## config.mk

```make
export PLATFORM = sky130hd
export DESIGN_NAME = mips_mem_stage
export DESIGN_NICKNAME = d
export VERILOG_FILES = /design/src/rtl/mips_mem_stage.sv
export SDC_FILE = /design/constraint.sdc
export NUM_CORES = 1
export LEC_CHECK = 0
export CAP_MARGIN = 20
export CORE_MARGIN = 8
export CORE_UTILIZATION = 30
export DETAILED_ROUTE_END_ITERATION = 10
export PLACE_DENSITY = 0.7
export SLEW_MARGIN = 15
export SYNTH_ARGS = -nofsm -noshare
export SYNTH_HDL_FRONTEND = slang
export SYNTH_SLANG_ARGS = --single-unit
export TNS_END_PERCENT = 20
```

## constraint.sdc

```tcl
create_clock -name clk -period 1.7 [get_ports clk]
set_input_delay 0.255 -clock clk [delete_from_list [all_inputs] [get_ports clk]]
set_output_delay 0.255 -clock clk [all_outputs]
set_load 0.02 [all_outputs]
```

## src/rtl/mips_mem_stage.sv

```systemverilog
// mips_mem_stage: MIPS memory-access stage between EX and WB.
//   Takes the ALU result either as a pass-through value or as a data-memory
//   address. Runs one load/store at a time over a req/ack handshake that may
//   take any number of wait states. Steers store bytes onto little-endian
//   lanes and extracts/extends load data. Flags misaligned half/word accesses
//   without touching memory. Holds one registered result for writeback.
// Ports:
//   clk, rst_n                      clock, async active-low reset
//   in_valid/in_ready               EX-side handshake
//   alu_result, store_data          address / pass-through value, rt value
//   mem_read, mem_write, mem_size   op kind (write wins), size 0/1/2(3=word)
//   load_unsigned, rd, reg_write    extension select, destination, wb enable
//   out_valid/out_ready             WB-side handshake
//   out_data, out_rd, out_reg_write result delivered to writeback
//   misalign_err                    one-cycle pulse on a misaligned access
//   dmem_req/we/addr/wdata/be       data-memory request (held until ack)
//   dmem_ack, dmem_rdata            data-memory completion and read data
module mips_mem_stage #(
  parameter int DATA_W = 32,
  parameter int ADDR_W = 32
) (
  input  logic              clk,
  input  logic              rst_n,
  input  logic              in_valid,
  output logic              in_ready,
  input  logic [ADDR_W-1:0] alu_result,
  input  logic [DATA_W-1:0] store_data,
  input  logic              mem_read,
  input  logic              mem_write,
  input  logic [1:0]        mem_size,
  input  logic              load_unsigned,
  input  logic [4:0]        rd,
  input  logic              reg_write,
  output logic              out_valid,
  input  logic              out_ready,
  output logic [DATA_W-1:0] out_data,
  output logic [4:0]        out_rd,
  output logic              out_reg_write,
  output logic              misalign_err,
  output logic              dmem_req,
  output logic              dmem_we,
  output logic [ADDR_W-1:0] dmem_addr,
  output logic [DATA_W-1:0] dmem_wdata,
  output logic [3:0]        dmem_be,
  input  logic              dmem_ack,
  input  logic [DATA_W-1:0] dmem_rdata
);

  typedef enum logic [0:0] {IDLE = 1'b0, REQ = 1'b1} state_t;

  state_t              state_r, state_s;
  logic                out_valid_r, out_valid_s;
  logic [DATA_W-1:0]   out_data_r, out_data_s;
  logic [4:0]          out_rd_r, out_rd_s;
  logic                out_reg_write_r, out_reg_write_s;
  logic                misalign_r, misalign_s;
  logic                dmem_req_r, dmem_req_s;
  logic                dmem_we_r, dmem_we_s;
  logic [ADDR_W-1:0]   dmem_addr_r, dmem_addr_s;
  logic [DATA_W-1:0]   dmem_wdata_r, dmem_wdata_s;
  logic [3:0]          dmem_be_r, dmem_be_s;
  // Op context kept while the memory transaction is outstanding.
  logic [ADDR_W-1:0]   op_alu_r, op_alu_s;
  logic [1:0]          op_size_r, op_size_s;
  logic                op_uns_r, op_uns_s;
  logic [4:0]          op_rd_r, op_rd_s;
  logic                op_rw_r, op_rw_s;

  logic                accept_s;
  logic                mem_op_s;
  logic [1:0]          size_s;
  logic                misalign_det_s;

  // Size code 3 behaves exactly like a word access.
  function automatic logic [1:0] eff_size(input logic [1:0] size);
    case (size)
      2'd0:    return 2'd0;
      2'd1:    return 2'd1;
      default: return 2'd2;
    endcase
  endfunction

  function automatic logic [3:0] store_be(input logic [1:0] size, input logic [1:0] k);
    case (size)
      2'd0:    return 4'b0001 << k;
      2'd1:    return 4'b0011 << k;
      default: return 4'b1111;
    endcase
  endfunction

  // Replicating the narrow value puts it on every lane; be selects the real one.
  function automatic logic [DATA_W-1:0] store_lanes(input logic [1:0] size, input logic [DATA_W-1:0] d);
    case (size)
      2'd0:    return {4{d[7:0]}};
      2'd1:    return {2{d[15:0]}};
      default: return d;
    endcase
  endfunction

  function automatic logic [DATA_W-1:0] load_format(input logic [1:0] size, input logic [1:0] k,
                                                    input logic uns, input logic [DATA_W-1:0] rdata);
    logic [DATA_W-1:0] sh;
    sh = rdata >> {k, 3'b000};
    case (size)
      2'd0:    return uns ? {{(DATA_W-8){1'b0}}, sh[7:0]}   : {{(DATA_W-8){sh[7]}}, sh[7:0]};
      2'd1:    return uns ? {{(DATA_W-16){1'b0}}, sh[15:0]} : {{(DATA_W-16){sh[15]}}, sh[15:0]};
      default: return rdata;
    endcase
  endfunction

  assign in_ready       = (state_r == IDLE) && (!out_valid_r || out_ready);
  assign accept_s       = in_valid && in_ready;
  assign mem_op_s       = mem_read || mem_write;
  assign size_s         = eff_size(mem_size);
  assign misalign_det_s = ((size_s == 2'd1) && alu_result[0]) ||
                          ((size_s == 2'd2) && (alu_result[1:0] != 2'b00));

  // Next-state and next-output computation for the IDLE/REQ controller.
  always_comb begin
    state_s         = state_r;
    out_data_s      = out_data_r;
    out_rd_s        = out_rd_r;
    out_reg_write_s = out_reg_write_r;
    misalign_s      = 1'b0;
    dmem_req_s      = dmem_req_r;
    dmem_we_s       = dmem_we_r;
    dmem_addr_s     = dmem_addr_r;
    dmem_wdata_s    = dmem_wdata_r;
    dmem_be_s       = dmem_be_r;
    op_alu_s        = op_alu_r;
    op_size_s       = op_size_r;
    op_uns_s        = op_uns_r;
    op_rd_s         = op_rd_r;
    op_rw_s         = op_rw_r;
    if (out_ready) begin
      out_valid_s = 1'b0;
    end else begin
      out_valid_s = out_valid_r;
    end
    case (state_r)
      IDLE: begin
        if (accept_s) begin
          if (!mem_op_s) begin
            out_valid_s     = 1'b1;
            out_data_s      = alu_result;
            out_rd_s        = rd;
            out_reg_write_s = reg_write;
          end else if (misalign_det_s) begin
            // Fault: report it and hand the address on with writeback disabled.
            misalign_s      = 1'b1;
            out_valid_s     = 1'b1;
            out_data_s      = alu_result;
            out_rd_s        = rd;
            out_reg_write_s = 1'b0;
          end else begin
            state_s      = REQ;
            out_valid_s  = 1'b0;
            dmem_req_s   = 1'b1;
            dmem_we_s    = mem_write;
            dmem_addr_s  = {alu_result[ADDR_W-1:2], 2'b00};
            dmem_wdata_s = store_lanes(size_s, store_data);
            dmem_be_s    = mem_write ? store_be(size_s, alu_result[1:0]) : 4'b1111;
            op_alu_s     = alu_result;
            op_size_s    = size_s;
            op_uns_s     = load_unsigned;
            op_rd_s      = rd;
            op_rw_s      = reg_write;
          end
        end else begin
          state_s = IDLE;
        end
      end
      REQ: begin
        if (dmem_ack) begin
          state_s     = IDLE;
          dmem_req_s  = 1'b0;
          out_valid_s = 1'b1;
          out_rd_s    = op_rd_r;
          if (dmem_we_r) begin
            out_data_s      = op_alu_r;
            out_reg_write_s = 1'b0;
          end else begin
            out_data_s      = load_format(op_size_r, op_alu_r[1:0], op_uns_r, dmem_rdata);
            out_reg_write_s = op_rw_r;
          end
        end else begin
          state_s = REQ;
        end
      end
      default: begin
        state_s    = IDLE;
        dmem_req_s = 1'b0;
      end
    endcase
  end

  // State and output registers; reset abandons any outstanding request.
  always_ff @(posedge clk or negedge rst_n) begin
    if (!rst_n) begin
      state_r         <= IDLE;
      out_valid_r     <= 1'b0;
      out_data_r      <= {DATA_W{1'b0}};
      out_rd_r        <= 5'd0;
      out_reg_write_r <= 1'b0;
      misalign_r      <= 1'b0;
      dmem_req_r      <= 1'b0;
      dmem_we_r       <= 1'b0;
      dmem_addr_r     <= {ADDR_W{1'b0}};
      dmem_wdata_r    <= {DATA_W{1'b0}};
      dmem_be_r       <= 4'b0000;
      op_alu_r        <= {ADDR_W{1'b0}};
      op_size_r       <= 2'd0;
      op_uns_r        <= 1'b0;
      op_rd_r         <= 5'd0;
      op_rw_r         <= 1'b0;
    end else begin
      state_r         <= state_s;
      out_valid_r     <= out_valid_s;
      out_data_r      <= out_data_s;
      out_rd_r        <= out_rd_s;
      out_reg_write_r <= out_reg_write_s;
      misalign_r      <= misalign_s;
      dmem_req_r      <= dmem_req_s;
      dmem_we_r       <= dmem_we_s;
      dmem_addr_r     <= dmem_addr_s;
      dmem_wdata_r    <= dmem_wdata_s;
      dmem_be_r       <= dmem_be_s;
      op_alu_r        <= op_alu_s;
      op_size_r       <= op_size_s;
      op_uns_r        <= op_uns_s;
      op_rd_r         <= op_rd_s;
      op_rw_r         <= op_rw_s;
    end
  end

  assign out_valid     = out_valid_r;
  assign out_data      = out_data_r;
  assign out_rd        = out_rd_r;
  assign out_reg_write = out_reg_write_r;
  assign misalign_err  = misalign_r;
  assign dmem_req      = dmem_req_r;
  assign dmem_we       = dmem_we_r;
  assign dmem_addr     = dmem_addr_r;
  assign dmem_wdata    = dmem_wdata_r;
  assign dmem_be       = dmem_be_r;

endmodule

```

=== Word-level counts from Yosys, hierarchy flattened ===
Cells that the tools add are included.

* Bits in registers: 150
* Output and inout bits: 111
* Word-level logic and storage cells: 88

* Equal/unequal tests: 9
* Shift operators: 3
* Muxes and demuxes: 43
* Bitwise logic cells: 2
* Reduce and logical (&&, ||, !) cells: 15

{| class="wikitable"
|+ Operators by type and width
! operator !! number
|-
| $mux W32 || 7
|-
| $pmux W32 S2 || 3
|-
| $shr A32 B5 Y16 || 1
|-
| $mux W1 || 21
|-
| $mux W5 || 4
|-
| $pmux W5 S2 || 1
|-
| $ne A2 B2 Y1 const B || 4
|-
| $pmux W1 S2 || 4
|-
| $pmux W4 S2 || 1
|-
| $reduce_and A4 Y1 || 2
|-
| $eq A2 B1 Y1 const B || 3
|-
| $logic_not A2 Y1 || 3
|-
| $logic_and A1 B1 Y1 || 4
|-
| $mux W4 || 1
|-
| $pmux W2 S2 || 1
|-
| $shl A1 B2 Y4 const A || 1
|-
| $shl A2 B2 Y4 const A || 1
|-
| $logic_or A1 B1 Y1 || 3
|-
| $ne A3 B3 Y1 const B || 1
|-
| $reduce_and A3 Y1 || 1
|-
| $eq A2 B2 Y1 const B || 1
|-
| $not A1 Y1 || 2
|-
| $reduce_bool A2 Y1 || 1
|-
| $logic_not A1 Y1 || 1
|}

=== Longest topological paths before layout ===
Gate-level depths: netlist of run 1.

* Depth in word-level cells: 9
* Mapped depth: 7
* Mapped depth without buffers: 4

=== Least setup slack after synthesis of run 1 ===
Ideal clock, no wire load.

* Kind: register -> register
* Start: register op_alu_r[1]
* End: register out_data_r[4], in the netlist out_data[4]
* Setup time: 0.125 ns
* Arrival time: 1.672 ns
* Slack: -0.097 ns
* Stages on the path, launching flop included: 7
* Path through: dfrtp_1 > buf_6 > buf_6 > mux2_4 > a22o_1 > a221o_1 > mux2_2

* Longest elaborated chain between the ends: 6
* Elaborated cells between the ends (all ways): 7

{| class="wikitable"
|+ Ends and longest elaborated chain
! what !! RTL line !! RTL
|-
| from (decl) || 63 || <nowiki>logic [ADDR_W-1:0] op_alu_r, op_alu_s;</nowiki>
|-
| from (signal assigned) || 211 || <nowiki>op_alu_r <= {ADDR_W{1'b0}};</nowiki>
|-
| from (signal assigned) || 228 || <nowiki>op_alu_r <= op_alu_s;</nowiki>
|-
| $shr A32 B5 Y16 (*) || 103 || <nowiki>sh = rdata >> {k, 3'b000};</nowiki>
|-
| $mux W32 (on tied branches) || 106, 105 ||
|-
| $pmux W32 S2 (*) || 104 || <nowiki>case (size)</nowiki>
|-
| $mux W32 (*) || 179 || <nowiki>if (dmem_we_r) begin</nowiki>
|-
| $mux W32 (*) || 174 || <nowiki>if (dmem_ack) begin</nowiki>
|-
| $pmux W32 S2 (*) || 140 || <nowiki>case (state_r)</nowiki>
|-
| to (signal assigned) || 202 || <nowiki>out_data_r <= {DATA_W{1'b0}};</nowiki>
|-
| to (signal assigned) || 219 || <nowiki>out_data_r <= out_data_s;</nowiki>
|-
| to (decl) || 53 || <nowiki>logic [DATA_W-1:0] out_data_r, out_data_s;</nowiki>
|}

Every way passes the cells marked *; elsewhere a longest branch is shown, timed or not. The select of a mux whose other input is x is not followed.
A chain may end at the register's enable or synchronous reset.

=== Worst setup path after layout of run 1 ===
* Start: register op_alu_r[1]
* End: register out_data_r[15], in the netlist out_data[15]

Same word-level chain as after synthesis.

==> results summary, run 1 <==
The clock period minus worst slack came out at 1.87 ns. The number of detailed-routing iterations run before antenna repair is 5. The max-slew headroom at the worst pin is 60.9%. The detailed-route wire length per cell is 21.6 um.

The worst hold margin is 0.344 ns. The worst flop-to-flop path startpoint is op_alu_r[1]$_DFFE_PN0P_. The number of pins with negative max-slew slack in the final report came to 0. In the layout the commonest cells are clkdlybuf4s50_1 (139), dfrtp_1 (117), buf_4 (66). Routability-driven placement finished with a final weighted congestion of 0.834. Counting the fill cells in the layout gives 2049. The classification of the worst setup path is reg -> reg.

After global routing the overflow that remains totals 0. The critical path starts at op_alu_r[1]$_DFFE_PN0P_. The region available for standard cell placement spans approximately 23000 um^2. Max-cap violations in this run came to 0. Buffers inserted during clock tree synthesis total 17. 223 I/O pins were placed. The checks that failed: setup timing. The slew at the pin with the worst max-slew slack is 0.586 ns.

In this run the worst setup path terminates at out_data[15]$_DFFE_PN0P_. The netlist area before placement came out at about 6900 um^2. The overall routing resource usage is between 10% and 20%. Across all register-to-register paths, the minimum setup slack is -0.17 ns. The detailed placement HPWL came out at 19.1 mm. The worst path buffer plus inverter count came out at 0. In this run the vertical extent of the chip is 168 um.

After floorplanning, the core was divided into between 50 and 60 placement rows. The repair_antennas step left the layout with diodes totalling 0. The clock tree from TritonCTS is done. Data on the critical path arrives at its endpoint at 2.17 ns. The total number of cells along the worst setup path is 4. The cell type contributing the most total cell area after synthesis is dfrtp_1. Walking the worst path, the cells encountered are mux4_2, a21o_1, a221o_1, a221o_1. The number of instances in the synthesized netlist came out at roughly 660. In this design, the stage delay of the slowest critical-path cell is 0.56 ns. The sink count of the clock tree came out at 120. The routed design has 26.1 mm of wire.

In the synthesized netlist the async set-or-reset flop fraction comes to 100%. In the synthesized netlist the dominant register cell turns out to be dfrtp_1. The worst-case clock buffer depth came out at 2.

The mean cell area of the mapped netlist is roughly 10 um^2. Ranked by total cell area, the synthesized netlist is headed by dfrtp_1 (43%), mux2_2 (16%), buf_4 (3.7%). The worst-path maximum fanout is 4. The hold violation total from the final report is 0. The number of synthesized flops with an enable pin came out at 0. The CTS H-tree depth is 4. The number of DRC violations after detailed-routing iteration 0 came out at 440. The floorplan die area came out at 28300 um^2.

The share of the cycle needed by the critical path after routing is 110%. The maximum number of pins on one net before global-route repair is 42. The worst setup path is captured at a flip-flop. The capture instance of the worst register-to-register path is out_data[15]$_DFFE_PN0P_. Setup repair after global routing could not meet its margin everywhere.

The via count of the first global-routing pass is 6751. The final setup violation count came out at 78. The number of antenna violations at the first check in global routing is 3.

The number of nets in the final layout came out at between 1000 and 1500. The number of DRC violations after detailed routing is 0. The clock transition at the register clock pins on the worst setup and hold paths after CTS is about 0.060 ns. VDD sags by at most a little over 0.0007 V.

The wire length of the first global-routing pass came out at slightly below 40 mm. The source-to-sink clock delay at the later pin of the worst-skew pair is approximately 0.42 ns. The register bit total from synthesis came out at 120.

The overall die width is 168 um. The most common cell after layout, fill and taps aside is clkdlybuf4s50_1. The number of nets still failing antenna checks after routing is 0. The required time of the critical path came out at 2.00 ns. The starting utilization of the core area is slightly above 30%. The leakage power figure came out at 0.00503 uW. On the final layout, the worst clock skew is 0.00914 ns. Summing over every cut layer, the via total after detailed routing is 6320. The number of distinct library cell variants in the gate-level netlist after synthesis is 43. The synthesis-to-layout area growth came out at 58.8%. The tightest min-delay check is of the in -> async type. For this design, the slowest cell found on the critical path is mux4_2. By instance count, the cell type seen most on the critical path is a221o_1.

The via density per instance came out at between 5 and 6. The share of post-route cells with drive strength above 1 came out at 27.3%. The count of buffers inserted at the top-level ports is 220. The number of cells on the worst reg-to-reg path is 4. STA classifies the critical path startpoint as a flip-flop.

The portion of synthesized cell area occupied by the leading cell type came out at 43.3%. Static timing analysis puts the maximum clock frequency at 0.536 GHz. The cell at the root of the clock tree is clkbuf_16. The cell family contributing the most delay on the critical path is compound AO/OA/AOI/OAI gates. The worst setup margin came out at -0.167 ns. The total power divided by cell area came out at about 1500 nW/um^2. For this run, the register share of the synthesized area comes to 43.3%.

The minimum setup slack after placement came out at -0.466 ns. The flow ran to the end, but the final reports show violations. Yosys printed 0 warnings.
## logic make-up after synthesis
| group | Yosys count | synth area share (%) |
|---|---|---|
| DFF | 120 | 43.3 |
| muxes | 132 | 21.5 |
| AOI/OAI and AO/OA | 164 | 16.0 |
| buffers and inverters | 100 | 7.72 |
| and+or+nand+nor | 145 | 11.3 |
| other | 1 | 0.0540 |
| xor gates and xnor gates | 1 | 0.126 |
## sequential cells by signal (all words and copies together) (netlist names)
| signal | flops |
|---|---|
| dmem_req | 1 |
| dmem_wdata | 32 |
| op_uns_r | 1 |
| out_data | 32 |
| op_alu_r | 32 |
| out_valid | 1 |
| out_rd | 5 |
| op_rw_r | 1 |
| dmem_we | 1 |
| dmem_be | 4 |
| state_r | 1 |
| op_rd_r | 5 |
| op_size_r | 2 |
| misalign_err | 1 |
| out_reg_write | 1 |
## timing repair
item                                   CTS  global route
pin swaps                               12             5
setup buffers                            2             4
cloned                                   0             5
resized for setup                       53           111
setup endpoints to repair              148           162
hold buffers                             1             0
endpoints found under the hold margin   28             0
## per-layer routing
layer  part of all wire [%]  wire length (um)  track usage (%)
met5                   0.13                34                0
met3                    8.9              2320             6.88
met2                     47             12300             29.1
met4                    2.2               566             5.59
met1                     42             10900             21.1
## worst min-delay path by stage
stage	start	to	slack [ns]	cells after the start
after detailed placement	rst_n	out_rd[0]$_DFFE_PN0P_	0.27	1
after CTS	rst_n	out_rd[2]$_DFFE_PN0P_	0.35	2
after floorplan	rst_n	dmem_be[0]$_DFFE_PN0P_	-0.04	0
after global routing	rst_n	out_rd[2]$_DFFE_PN0P_	0.39	2
after global placement	rst_n	op_rd_r[3]$_DFFE_PN0P_	0.26	1
final	rst_n	out_rd[2]$_DFFE_PN0P_	0.34	2
## worst register-to-register path, delay by kind of cell, from the launching register on
family,cells,cell delay (ns)
compound gates,3,0.78
mux,1,0.56
flops,1,0.42
## stage by stage
stage | instance area, um^2 | utilization (%) | setup TNS [ns] | instances | total power [uW]
after floorplan | 6950 | - | -2.21 | 664 | 8950
after global placement | 9830 | 43.3 | -40.18 | 1162 | 12300
after detailed placement | 9830 | 43.3 | -45.46 | 1162 | 12400
after CTS | 10500 | 46.2 | -9.98 | 1197 | 16500
after global routing | 11000 | 48.5 | -9.13 | 1206 | 17500
final | 11000 | 48.5 | -3.13 | 1206 | 16700
## area by class of cell
| type | count | area (um^2) | area share (%) |
|---|---|---|---|
| multi-input cells | 444 | 3670 | 33.3 |
| clock buffers | 17 | 425 | 3.86 |
| well taps | 285 | 357 | 3.24 |
| flip-flops and latches | 120 | 3010 | 27.3 |
| clock inverters | 15 | 225 | 2.04 |
| inverters | 13 | 48.8 | 0.443 |
| repair buffers | 312 | 3290 | 29.8 |
## report_power, final
group	internal (uW)	switching, uW
Combinational	3890	3890
Sequential	3970	851
Clock	2610	1470
## synth_stat cells (2+ instances only)
master    count
a211oi_1     32
a21o_1        4
a21oi_1      39
a221o_1      16
a221oi_1      7
a22o_1        7
and2_1        4
buf_1         3
buf_2        14
buf_4        34
buf_6         2
clkbuf_1     34
clkinv_1      2
dfrtp_1     120
inv_1        11
mux2_1       19
mux2_2       98
mux2_4        3
mux2i_1      11
nand2_1      41
nand2b_1      2
nand3_1      16
nand4_1      16
nor2_1       12
nor2b_1      40
nor4b_1       8
o211ai_1     16
o21ai_0      37
Power figures use the tool's default switching activity.
==> run 2, diff against run 1 <==
--- a/config.mk
+++ b/config.mk
@@ -9,6 +9,7 @@
 export CORE_MARGIN = 8
 export CORE_UTILIZATION = 30
 export DETAILED_ROUTE_END_ITERATION = 10
+export GPL_TIMING_DRIVEN = 0
 export PLACE_DENSITY = 0.7
 export SLEW_MARGIN = 15
 export SYNTH_ARGS = -nofsm -noshare
==> results summary, run 2 (synthesis results as in run 1) <==
The setup TNS is -2.43 ns. The clock transition at the register clock pins on the worst setup and hold paths after CTS came out at 0.06 ns. The count of standard-cell rows is 55.

In this run the critical register-to-register path is launched from op_alu_r[1]$_DFFE_PN0P_. The total area of multi-input combinational cells came out at 3510 um^2. Buffers inserted during clock tree synthesis total 17. The worst setup path endpoint is out_data[15]$_DFFE_PN0P_.

The final instance count without filler cells came out at 1209. Setup repair after global routing could not meet its margin everywhere. The number of nets still failing antenna checks after routing is 0. The I/O pin total is 223. Global routing used 18.6% of the available tracks across all layers. The length in cells of the worst reg-to-reg path came out at 5. The worst setup margin is -0.219 ns.

The via count of the first global-routing pass is 6790. The path category of the worst min-delay check is in -> reg. The floorplan step set the die width to 168 um. Once the floorplan was initialized, standard cells occupied 30.6% of the core. Tracing the worst setup path back leads to its startpoint at op_alu_r[1]$_DFFE_PN0P_.

The via count is roughly 6400. The sink count of the clock tree is 120. The via density per instance is about 5.3. The number of fill cells came out at 2132. The first routing iteration left 594 violations. The number of antenna violations at the first check in global routing is 3. Buffers placed on the I/O ports in this run total 219. The area taken by flip-flops and latches is between 3000 and 4000 um^2. OpenSTA, run right after detailed placement, puts the worst setup slack at -1.03 ns. Leaving out fill and tap cells, the most frequent cell in the layout is clkdlybuf4s50_1. Based on the critical path, the design can be clocked at up to around 0.52 GHz. The worst-case clock buffer depth came out at 2. The share of post-route cells with drive strength above 1 is 28.3%. Before antenna repair, the detailed router went through 5 iterations. Power spread over the standard cell area amounts to 1560 nW/um^2. The CTS H-tree depth is 4. The final setup violation count came out at 30. The number of pins with negative max-slew slack in the final report came out at 0. STA puts the critical path data required time at 2.01 ns.

For this run the aggregate overflow at the end of global routing stands at 0. The detailed-route wire length per cell came out at 21.8 um. TritonCTS built the clock tree. The share of the cycle needed by the critical path after routing is 113%.

Summed over all nets, the half-perimeter wirelength after detailed placement is 20.0 mm. The synthesis-to-layout area growth is 50.8%. The max-slew headroom at the worst pin is between 60 and 70%.

The clock period minus worst slack came out at 1.92 ns. The kind of capture point of the worst setup path is a flip-flop. The hold violation total from the final report came out at 0. The worst-path maximum fanout came out at 4. The number of nets in the final layout is slightly above 1000. The source-to-sink clock delay at the later pin of the worst-skew pair is 0.42 ns. The critical path in this run is classified as reg -> reg.

The y dimension of the die came out at 168 um. The leakage power figure is 0.00451 uW. The slew at the pin with the worst max-slew slack came out at 0.595 ns. The flow ran to the end, but the final reports show violations. The total of max-cap violations came out at 0. The wire length of the first global-routing pass came out at approximately 40 mm. The number of DRC violations after detailed routing is 0. The final reports fail on setup timing.

The top cell types in the final layout, fill and taps aside, are clkdlybuf4s50_1 (145), dfrtp_1 (118), mux2_2 (98). The worst register-to-register path ends at out_data[15]$_DFFE_PN0P_. The worst-case IR drop observed on VDD is 0.000976 V. At the worst endpoint, the arrival time is about 2.2 ns. The number of placed instances, taps included, is around 1200. The floorplan die area is about 28000 um^2. The final core utilization came out at 46.1%. The reg-to-reg setup timing slack came out at -0.22 ns. The cell at the root of the clock tree is clkbuf_16. After floorplanning, the core was sized to cover between 20000 and 25000 um^2. The total detailed-routing wirelength is 26.3 mm.

STA classifies the critical path startpoint as a flip-flop. The congestion estimate from routability-driven global placement came to 0.881. The maximum number of pins on one net before global-route repair is 74. The worst setup skew after layout came out at 0.00837 ns.
==> run 2: cell types whose count changed in the layout (fill, tap and decap cells not counted), sizes merged, moves of 6 or more <==
cell           before  now
buf                89   96
clkdlybuf4s50     139  145
dlygate4sd2        31   15
clkbuf             22   55
dlymetal6s2s       47   27
==> run 2: worst min-delay path by stage <==
stage                           start                         end  cells past startpoint
2_1_floorplan                   rst_n      dmem_be[0]$_DFFE_PN0P_                      0
3_3_place_gp   op_rd_r[3]$_DFFE_PN0P_      op_rd_r[3]$_DFFE_PN0P_                      1
3_5_place_dp                    rst_n  dmem_wdata[28]$_DFFE_PN0P_                      1
4_1_cts                     mem_write         dmem_we$_DFFE_PN0P_                      2
5_1_grt                     mem_write         dmem_we$_DFFE_PN0P_                      2
6_report                    mem_write         dmem_we$_DFFE_PN0P_                      2
==> run 2: area by class of cell <==
type / count / share of cell area, %
sequential: 120 / 28.7
multi-input combinational: 444 / 33.6
tap: 285 / 3.41
timing repair buffer: 230 / 21.9
clock inverter: 7 / 0.873
antenna: 1 / 0.0239
clock buffer: 23 / 4.86
inverter: 13 / 0.466
buffer: 86 / 6.18
==> run 2: layer usage <==
metal | up-vias | GRT usage (%) | wire length (um)
met3 | 37 | 7.25 | 2650
met4 | 6 | 6.13 | 528
li1 | 2898 | - | -
met1 | 3137 | 22.0 | 10800
met2 | 317 | 30.3 | 12300
met5 | - | 0 | 36
==> run 2: metrics by stage <==
step | area (um^2) | hold slack, ns | total power (uW)
after floorplan | 6950 | -0.0406 | 8950
after global placement | 9500 | 0.462 | 12400
after detailed placement | 9530 | 0.228 | 12500
after CTS | 10200 | 0.323 | 16300
after global routing | 10500 | 0.335 | 17100
final | 10500 | 0.313 | 16300
==> run 2: timing repair <==
action                                 in CTS  in global routing
setup endpoints to repair                 162                144
setup buffers                               7                  1
pin swaps                                  10                  1
hold buffers                                1                  0
cloned                                      1                  0
gates resized for setup                    95                 72
endpoints found under the hold margin      47                  0
==> run 2: power by group <==
part / switching (uW) / leakage, uW / internal (uW)
Sequential: 776 / 0.00141 / 3970
Clock: 1340 / 0.000297 / 2370
Combinational: 4020 / 0.00280 / 3810
Total: 6140 / 0.00451 / 10100
==> run 2: worst max-delay path: stages (launching register included) <==
cell	delay, ns
dfrtp_1	0.33
buf_6	0.13
mux4_2	0.55
a21o_1	0.18
a221o_1	0.31
a221o_1	0.30
